### config.mk
export PLATFORM = sky130hd
export DESIGN_NAME = spi_rx_if
export DESIGN_NICKNAME = d
export VERILOG_FILES = /design/src/rtl/spi_pkg.sv /design/src/rtl/sync_edge_det.sv /design/src/rtl/spi_rx_if.sv
export SDC_FILE = /design/constraint.sdc
export NUM_CORES = 1
export LEC_CHECK = 0
export BUFFER_PORTS_ARGS = -buffer_cell sky130_fd_sc_hd__buf_2
export CAP_MARGIN = 20
export CORE_ASPECT_RATIO = 0.7
export CORE_MARGIN = 5
export CORE_UTILIZATION = 50
export DETAILED_ROUTE_END_ITERATION = 8
export PLACE_DENSITY = 0.76
export REMOVE_ABC_BUFFERS = 1
export SYNTH_ARGS = -nofsm -noshare
export SYNTH_HDL_FRONTEND = slang
export SYNTH_SLANG_ARGS = --single-unit
### constraint.sdc
create_clock -name clk -period 3.5 [get_ports clk]
set_clock_uncertainty 0.2 [all_clocks]
set_input_delay 0.175 -clock clk [delete_from_list [all_inputs] [get_ports clk]]
set_output_delay 0.175 -clock clk [all_outputs]
set_load 0.03 [all_outputs]
### src/rtl/spi_pkg.sv
// Shared definitions for the SPI transmit/receive pair: receiver state encoding,
// bus idle levels and a constant-evaluable ceil(log2) helper.
package spi_pkg;

  typedef enum logic [0:0] {
    IDLE = 1'b0,
    RECV = 1'b1
  } rx_state_t;

  localparam logic CS_IDLE   = 1'b1;
  localparam logic SCLK_IDLE = 1'b0;
  localparam logic CLR_IDLE  = 1'b1;

  // Smallest r with 2**r >= value.
  function automatic int clog_b2(input int value);
    int r;
    r = 0;
    for (int i = 0; i < 31; i++) begin
      if ((32'sd1 <<< i) < value) begin
        r = i + 1;
      end else begin
        r = r;
      end
    end
    return r;
  endfunction

endpackage

### src/rtl/sync_edge_det.sv
// Multi-flop synchronizer for one asynchronous line, with an extra delay flop
// so that rising and falling edges of the synchronized level can be detected.
module sync_edge_det #(
  parameter int   SYNC_STAGES = 2,
  parameter logic RESET_VAL   = 1'b0
) (
  input  logic clk,
  input  logic reset_n,
  input  logic din,
  output logic level,
  output logic rise,
  output logic fall
);

  logic [SYNC_STAGES-1:0] sync_r;
  logic                   dly_r;

  // Synchronizer chain and edge-detect delay flop.
  always_ff @(posedge clk or negedge reset_n) begin
    if (!reset_n) begin
      sync_r <= {SYNC_STAGES{RESET_VAL}};
      dly_r  <= RESET_VAL;
    end else begin
      sync_r <= {sync_r[SYNC_STAGES-2:0], din};
      dly_r  <= sync_r[SYNC_STAGES-1];
    end
  end

  assign level = sync_r[SYNC_STAGES-1];
  assign rise  = level & ~dly_r;
  assign fall  = ~level & dly_r;

endmodule

### src/rtl/spi_rx_if.sv
// Receive-side SPI deserializer (sclk idle low, MSB first, sample on sclk rise):
// delivers each well-formed frame as a parallel word and flags bad bit counts.
module spi_rx_if
  import spi_pkg::*;
#(
  parameter int DATA_SIZE   = 16,
  parameter int SYNC_STAGES = 2
) (
  input  logic                 clk,
  input  logic                 reset_n,
  input  logic                 spi_clr_l,
  input  logic                 spi_cs_l,
  input  logic                 spi_sclk,
  input  logic                 spi_data,
  output logic [DATA_SIZE-1:0] data_out,
  output logic                 strobe_out,
  output logic                 frame_err,
  output logic                 busy
);

  localparam int                CNT_W    = clog_b2(DATA_SIZE + 1);
  localparam logic [CNT_W-1:0]  CNT_FULL = CNT_W'(DATA_SIZE);
  localparam logic [CNT_W-1:0]  CNT_OVR  = CNT_W'(DATA_SIZE + 1);

  logic cs_level_unused, cs_rise_s, cs_fall_s;
  logic sclk_level_unused, sclk_rise_s, sclk_fall_unused;
  logic data_s, data_rise_unused, data_fall_unused;
  logic clr_s, clr_rise_unused, clr_fall_unused;

  sync_edge_det #(.SYNC_STAGES(SYNC_STAGES), .RESET_VAL(CS_IDLE)) u_cs_sync (
    .clk(clk), .reset_n(reset_n), .din(spi_cs_l),
    .level(cs_level_unused), .rise(cs_rise_s), .fall(cs_fall_s));

  sync_edge_det #(.SYNC_STAGES(SYNC_STAGES), .RESET_VAL(SCLK_IDLE)) u_sclk_sync (
    .clk(clk), .reset_n(reset_n), .din(spi_sclk),
    .level(sclk_level_unused), .rise(sclk_rise_s), .fall(sclk_fall_unused));

  // Same depth as sclk so the sampled bit lines up with the detected rising edge.
  sync_edge_det #(.SYNC_STAGES(SYNC_STAGES), .RESET_VAL(1'b0)) u_data_sync (
    .clk(clk), .reset_n(reset_n), .din(spi_data),
    .level(data_s), .rise(data_rise_unused), .fall(data_fall_unused));

  sync_edge_det #(.SYNC_STAGES(SYNC_STAGES), .RESET_VAL(CLR_IDLE)) u_clr_sync (
    .clk(clk), .reset_n(reset_n), .din(spi_clr_l),
    .level(clr_s), .rise(clr_rise_unused), .fall(clr_fall_unused));

  rx_state_t            state_r, state_next_s;
  logic [CNT_W-1:0]     cnt_r, cnt_next_s, cnt_upd_s;
  logic [DATA_SIZE-1:0] shift_r, shift_next_s, shift_upd_s;
  logic [DATA_SIZE-1:0] word_next_s;
  logic                 strobe_next_s, err_next_s;

  // Next-state logic; a bit arriving with the cs rise is counted before the check.
  always_comb begin
    state_next_s  = state_r;
    cnt_next_s    = cnt_r;
    shift_next_s  = shift_r;
    word_next_s   = data_out;
    strobe_next_s = 1'b0;
    err_next_s    = 1'b0;
    if (sclk_rise_s) begin
      shift_upd_s = {shift_r[DATA_SIZE-2:0], data_s};
      cnt_upd_s   = (cnt_r == CNT_OVR) ? cnt_r : cnt_r + {{(CNT_W-1){1'b0}}, 1'b1};
    end else begin
      shift_upd_s = shift_r;
      cnt_upd_s   = cnt_r;
    end
    if (clr_s != CLR_IDLE) begin
      state_next_s = IDLE;
      cnt_next_s   = {CNT_W{1'b0}};
      word_next_s  = {DATA_SIZE{1'b0}};
    end else begin
      case (state_r)
        IDLE: begin
          if (cs_fall_s) begin
            state_next_s = RECV;
            cnt_next_s   = {CNT_W{1'b0}};
            shift_next_s = {DATA_SIZE{1'b0}};
          end else begin
            state_next_s = IDLE;
          end
        end
        RECV: begin
          cnt_next_s   = cnt_upd_s;
          shift_next_s = shift_upd_s;
          if (cs_rise_s) begin
            state_next_s = IDLE;
            if (cnt_upd_s == CNT_FULL) begin
              word_next_s   = shift_upd_s;
              strobe_next_s = 1'b1;
            end else begin
              err_next_s = 1'b1;
            end
          end else begin
            state_next_s = RECV;
          end
        end
        default: begin
          state_next_s = IDLE;
          cnt_next_s   = {CNT_W{1'b0}};
        end
      endcase
    end
  end

  // State, datapath and registered outputs.
  always_ff @(posedge clk or negedge reset_n) begin
    if (!reset_n) begin
      state_r    <= IDLE;
      cnt_r      <= {CNT_W{1'b0}};
      shift_r    <= {DATA_SIZE{1'b0}};
      data_out   <= {DATA_SIZE{1'b0}};
      strobe_out <= 1'b0;
      frame_err  <= 1'b0;
    end else begin
      state_r    <= state_next_s;
      cnt_r      <= cnt_next_s;
      shift_r    <= shift_next_s;
      data_out   <= word_next_s;
      strobe_out <= strobe_next_s;
      frame_err  <= err_next_s;
    end
  end

  assign busy = (state_r == RECV);

endmodule

# Word level (Yosys, flattened, before mapping)
# Index checks and enable logic that the tools add are counted.
# W data, S select, Z words.
# totals
in_bits,6
regBits,50
output_inout_bits,19
# op_classes
eq_ne,7
n_reduce_logical,2
n_addsub,1
n_bitwise,7
mux,24
# ops
cell,count
$mux W16,6
$pmux W16 S2,1
$mux W5,4
$mux W1,11
$eq A5 B5 Y1 const B,2
$pmux W5 S2,1
$ne A2 B2 Y1 const B,4
$add A5 B1 Y5 const B,1
$not A1 Y1,4
$and A1 B1 Y1,3
$ne A3 B3 Y1 const B,1
$reduce_and A3 Y1,1
$pmux W1 S2,1
$reduce_and A2 Y1,1

# Depth between registers and ports, before layout
# depth
depth_word,8
depth_mapped,7

# Cells and area by module
# From an unflattened synthesis, not the netlist that was laid out.
# hier_totals
cells_unflattened,194
area_unflattened_um2,2386.0
# modules_own_cells
mod,instances,cells_per_inst,area_each_um2
spi_rx_if,1,174,2018.2
sync_edge_det (u_clr_sync ...),2,5,93.8
sync_edge_det (u_data_sync ...),2,5,90.1

# Worst setup path after synthesis
# No wires, ideal clock.
# synth_path
path_kind,reg-to-reg
startpoint,register cnt_r[0]
endpoint,register data_out[0]
setup_slack_ns,1.371
synth_period_minus_slack_ns,2.129
path_stages_with_launch,8
setup_time_ns,0.079
t_arrival_ns,1.849
n_path_buf,2
path_cell_list,dfrtp_1 > ha_1 > clkbuf_2 > xor2_1 > and4_1 > o221ai_4 > buf_6 > mux2i_1
# synth_between
elab_chain_cells,6
elab_cells_between_ends,7
classes_between,add/sub: 1; eq/ne: 3; mux: 2; reduce/logical: 1
# synth_rtl
item,line,rtl
from (decl),spi_rx_if.sv:48,"logic [CNT_W-1:0] cnt_r, cnt_next_s, cnt_upd_s;"
from (signal assigned),spi_rx_if.sv:110,cnt_r <= {CNT_W{1'b0}};
from (signal assigned),spi_rx_if.sv:117,cnt_r <= cnt_next_s;
$add A5 B1 Y5 or $eq A5 B5 Y1 (tied branches),spi_rx_if.sv:63,"cnt_upd_s = (cnt_r == CNT_OVR) ? cnt_r : cnt_r + {{(CNT_W-1){1'b0}}, 1'b1};"
$mux W5,spi_rx_if.sv:63,
$mux W5 *,spi_rx_if.sv:61,if (sclk_rise_s) begin
$eq A5 B5 Y1 *,spi_rx_if.sv:88,if (cnt_upd_s == CNT_FULL) begin
$ne A2 B2 Y1 (no line) *,n/a,
$reduce_and A3 Y1 (no line) *,n/a,
to (signal assigned),spi_rx_if.sv:112,data_out <= {DATA_SIZE{1'b0}};
to (signal assigned),spi_rx_if.sv:119,data_out <= word_next_s;
to (decl),spi_rx_if.sv:15,"output logic [DATA_SIZE-1:0] data_out,"
# Mark *: on every way between the ends. The rest lies on a longest branch, timed or not.
# A chain may end at the register's enable or synchronous reset.

# Final worst setup path
# layout_path
startpoint,register cnt_r[0]
endpoint,register data_out[11]
# Same word-level chain as after synthesis.

==> summary.txt <==
Route
  • Router iterations before antenna repair: 4
  • Final WL: 4012 µm
  • Via density: 5.554
  • DRC violation total after the first TritonRoute iteration: 96
  • Vias: 1505
  • Final ANT Viol Nets: 0
  • DRC Markers: 0
  • Routed WL per cell: 14.80 µm

Setup path
  • Reg-to-Reg Start: cnt_r[0]$_DFFE_PN0P_
  • CP Cell Sequence: ha_1 > xor2_1 > and4_1 > o221ai_4 > mux2i_1
  • CP required: 3.52 ns
  • Critical path class: flip-flop to flip-flop
  • Worst r2r path cells: 5
  • Max incr delay on CP: 0.62 ns
  • CP Max Fanout: 16
  • Reg2reg end: data_out[11]$_DFFE_PN0P_
  • Reg2Reg Setup Slack: 1.14 ns
  • CP Launch Type: flip-flop
  • Critical path's slowest cell: o221ai_4
  • Setup crit end kind: flip-flop
  • Worst EP arrival: 2.38 ns

Logic synthesis
  • Synth Instances: 192
  • Register area share after synthesis: 0.5531
  • Synth Flop Type: dfrtp_1
  • Simple-Gate Fraction of Synth Area: 0.1310
  • Post-synthesis xor/xnor area fraction: 0.007705
  • Synth Cell Area: 2273 µm²
  • #FFs+latches synth: 50
  • Synth Area per Inst: 11.84 µm²
  • Synth cell types: 38
  • Compound-gate portion of the synthesized area: 0.1877
  • Post-synth EDFFs: 0
  • Largest family of logic cells by synthesized area: compound AO/OA/AOI/OAI gates
  • Post-synthesis adder-cell area fraction: 0.01101
  • FFs w/ async S/R, synth: 1.000
  • Ys Warns: 0
  • Mux cell area share after synthesis: 0.07485

Cells and area
  • # diodes: 0
  • Commonest cells after routing, fill and taps aside: dfrtp_1 (45), buf_2 (24), nand2_1 (19), nand2b_1 (18), mux2i_1 (17)
  • Area growth, synth to finish: 12.88%
  • Finished Cell Area: 2566 µm²
  • Final Non-Filler Cells: 271
  • Most common cell after layout, fill and taps aside: dfrtp_1
  • Total Nets Final: 223
  • Share of layout cells above drive strength 1: 0.2037

Global routing
  • Largest net degree at the start of global routing: 51
  • Global-route wire length before repair: 6934 µm
  • Global route total overflow: 0
  • Total GRT Usage: 0.1449
  • Antenna violations before repair: 0
  • Vias in the first global route: 1413

Clock network
  • CTS Buf Count: 5
  • H-tree depth: 2
  • Post-CTS Repair Setup Buffers: 0
  • CTS tree: built
  • # clock sinks: 50
  • Clock-pin slew on the worst setup and hold paths: 0.09 ns
  • Root Buffer: clkbuf_8
  • Max Root-Sink Buffers: 2
  • Clk Latency, worst-skew pair: 0.29 ns

Placed design
  • I/O Buffers: 24
  • Cells after DPL: 257
  • Routability cong.: 0.7456
  • Post-DP HPWL: 2486 µm
  • DP Area: 2401 µm²

Pwr
  • Pwr dens: 389.9 nW/µm²
  • Pleak: 1.288 nW
  • Max rail drop VDD: 0.3126 mV

Timing
  • Max Freq: 423.6 MHz
  • RSZ-0062 raised after global routing: no
  • Final setup viols: 0
  • Post-route setup TNS: 0 ns
  • Final min period: 2.361 ns
  • Max_slew headroom: 0.4937
  • Slew Limit Fails: 0
  • Hold Slack: 0.1198 ns
  • Period utilization: 0.6745
  • Final hold vios: 0
  • Slew @ Worst Pin: 0.7594 ns

Floorplanning
  • Die W: 90.60 µm
  • I/O Pins: 25
  • Die area: 6017 µm²
  • Starting Density: 0.5191
  • Die height: 66.42 µm
  • Core Region: 4379 µm²
  • Num rows: 20

Flow run
  • Max-cap viol count: 0

Outcome
  • Status: finished, final reports clean

Hold path
  • Type of the tightest min-delay check: primary input to async pin
synth_stat cells (all sizes together) (2+ instances only):
library cell,count,share of area
nand3,2,0.0044
o211ai,16,0.053
nand2b,18,0.050
nand4,2,0.0055
a21oi,3,0.0066
nand2,19,0.031
and3,3,0.0083
buf,6,0.016
inv,2,0.0033
o22ai,2,0.0055
mux2i,17,0.075
nand3b,2,0.012
dfrtp,45,0.50
o21ai,5,0.011
dfstp,5,0.058
clkbuf,9,0.015
ha,2,0.011
a22o,16,0.062
o31ai,2,0.0066
what timing repair did:
item	in CTS	in global routing
endpoints found under the hold margin	49	0
hold buffers	5	0
resized for setup	0	0
critical path, delay by kind of cell, from the launching register on:
family	cells	cell delay [ns]
AND/OR/NAND/NOR	1	0.24
adder cells (fa/ha/maj)	1	0.32
multiplexers	1	0.25
flip-flops	1	0.47
XOR/XNOR	1	0.18
AO/OA/AOI/OAI	1	0.62
how the worst max path moves through the flow:
stage | depth (start not counted) | slack (ns) | to | start
after floorplan | 4 | 0.19 | data_out[0]$_DFFE_PN0P_ | u_sclk_sync.sync_r[1]$_DFF_PN0_
after global placement | 5 | 1.17 | data_out[10]$_DFFE_PN0P_ | cnt_r[0]$_DFFE_PN0P_
after detailed placement | 5 | 1.10 | data_out[13]$_DFFE_PN0P_ | cnt_r[0]$_DFFE_PN0P_
after CTS | 5 | 1.10 | data_out[2]$_DFFE_PN0P_ | cnt_r[0]$_DFFE_PN0P_
after global routing | 5 | 0.97 | data_out[15]$_DFFE_PN0P_ | cnt_r[0]$_DFFE_PN0P_
final | 5 | 1.14 | data_out[11]$_DFFE_PN0P_ | cnt_r[0]$_DFFE_PN0P_
metal layers:
metal / track usage / vias to the layer above / share of wire
met4: 0.03346 / 0 / 0.0080
met2: 0.2120 / 35 / 0.44
met3: 0.04209 / 6 / 0.048
li1: - / 744 / -
met5: 0 / - / 0
met1: 0.2113 / 720 / 0.50
cells by family after synthesis:
group | Yosys count
XOR/XNOR | 2
AND/OR/NAND/NOR | 53
flip-flops | 50
adder cells (fa/ha/maj) | 2
buffers and inverters | 17
multiplexers | 17
AO/OA/AOI/OAI | 51
layout make-up:
cell class              instances  area [µm²]
well taps                      55       68.82
clock buffers                   6       82.58
fillers                       369        1813
multi-input cells             125       939.7
clock inverters                 2       12.51
inverters                       2       7.507
flip-flops and latches         50        1257
repair buffers                 31       197.7
state kept, by name, indices dropped and copies added (netlist names):
register	count
data_out	16
u_data_sync.sync_r	2
u_sclk_sync.sync_r	2
cnt_r	5
shift_r	16
u_sclk_sync.dly_r	1
u_cs_sync.sync_r	2
strobe_out	1
busy	1
frame_err	1
u_clr_sync.sync_r	2
u_cs_sync.dly_r	1
report_power, final:
| group | total [W] | leakage, nW | switching, W | internal, W |
|---|---|---|---|---|
| Combinational | 0.0000604 | 0.572 | 0.0000366 | 0.0000238 |
| Clock | 0.000340 | 0.0472 | 0.000181 | 0.000159 |
| Sequential | 0.000601 | 0.669 | 0.0000125 | 0.000588 |
through the flow:
step	worst slack, ns	power [W]	utilization
after floorplan	0.1913	0.0006404	-
after CTS	1.100	0.001015	0.5814
final	1.139	0.001000	0.5860
after global routing	0.9689	0.001053	0.5860
after global placement	1.174	0.0006640	0.5483
after detailed placement	1.102	0.0006654	0.5483
Note: power is estimated with default switching activity, not from simulation.
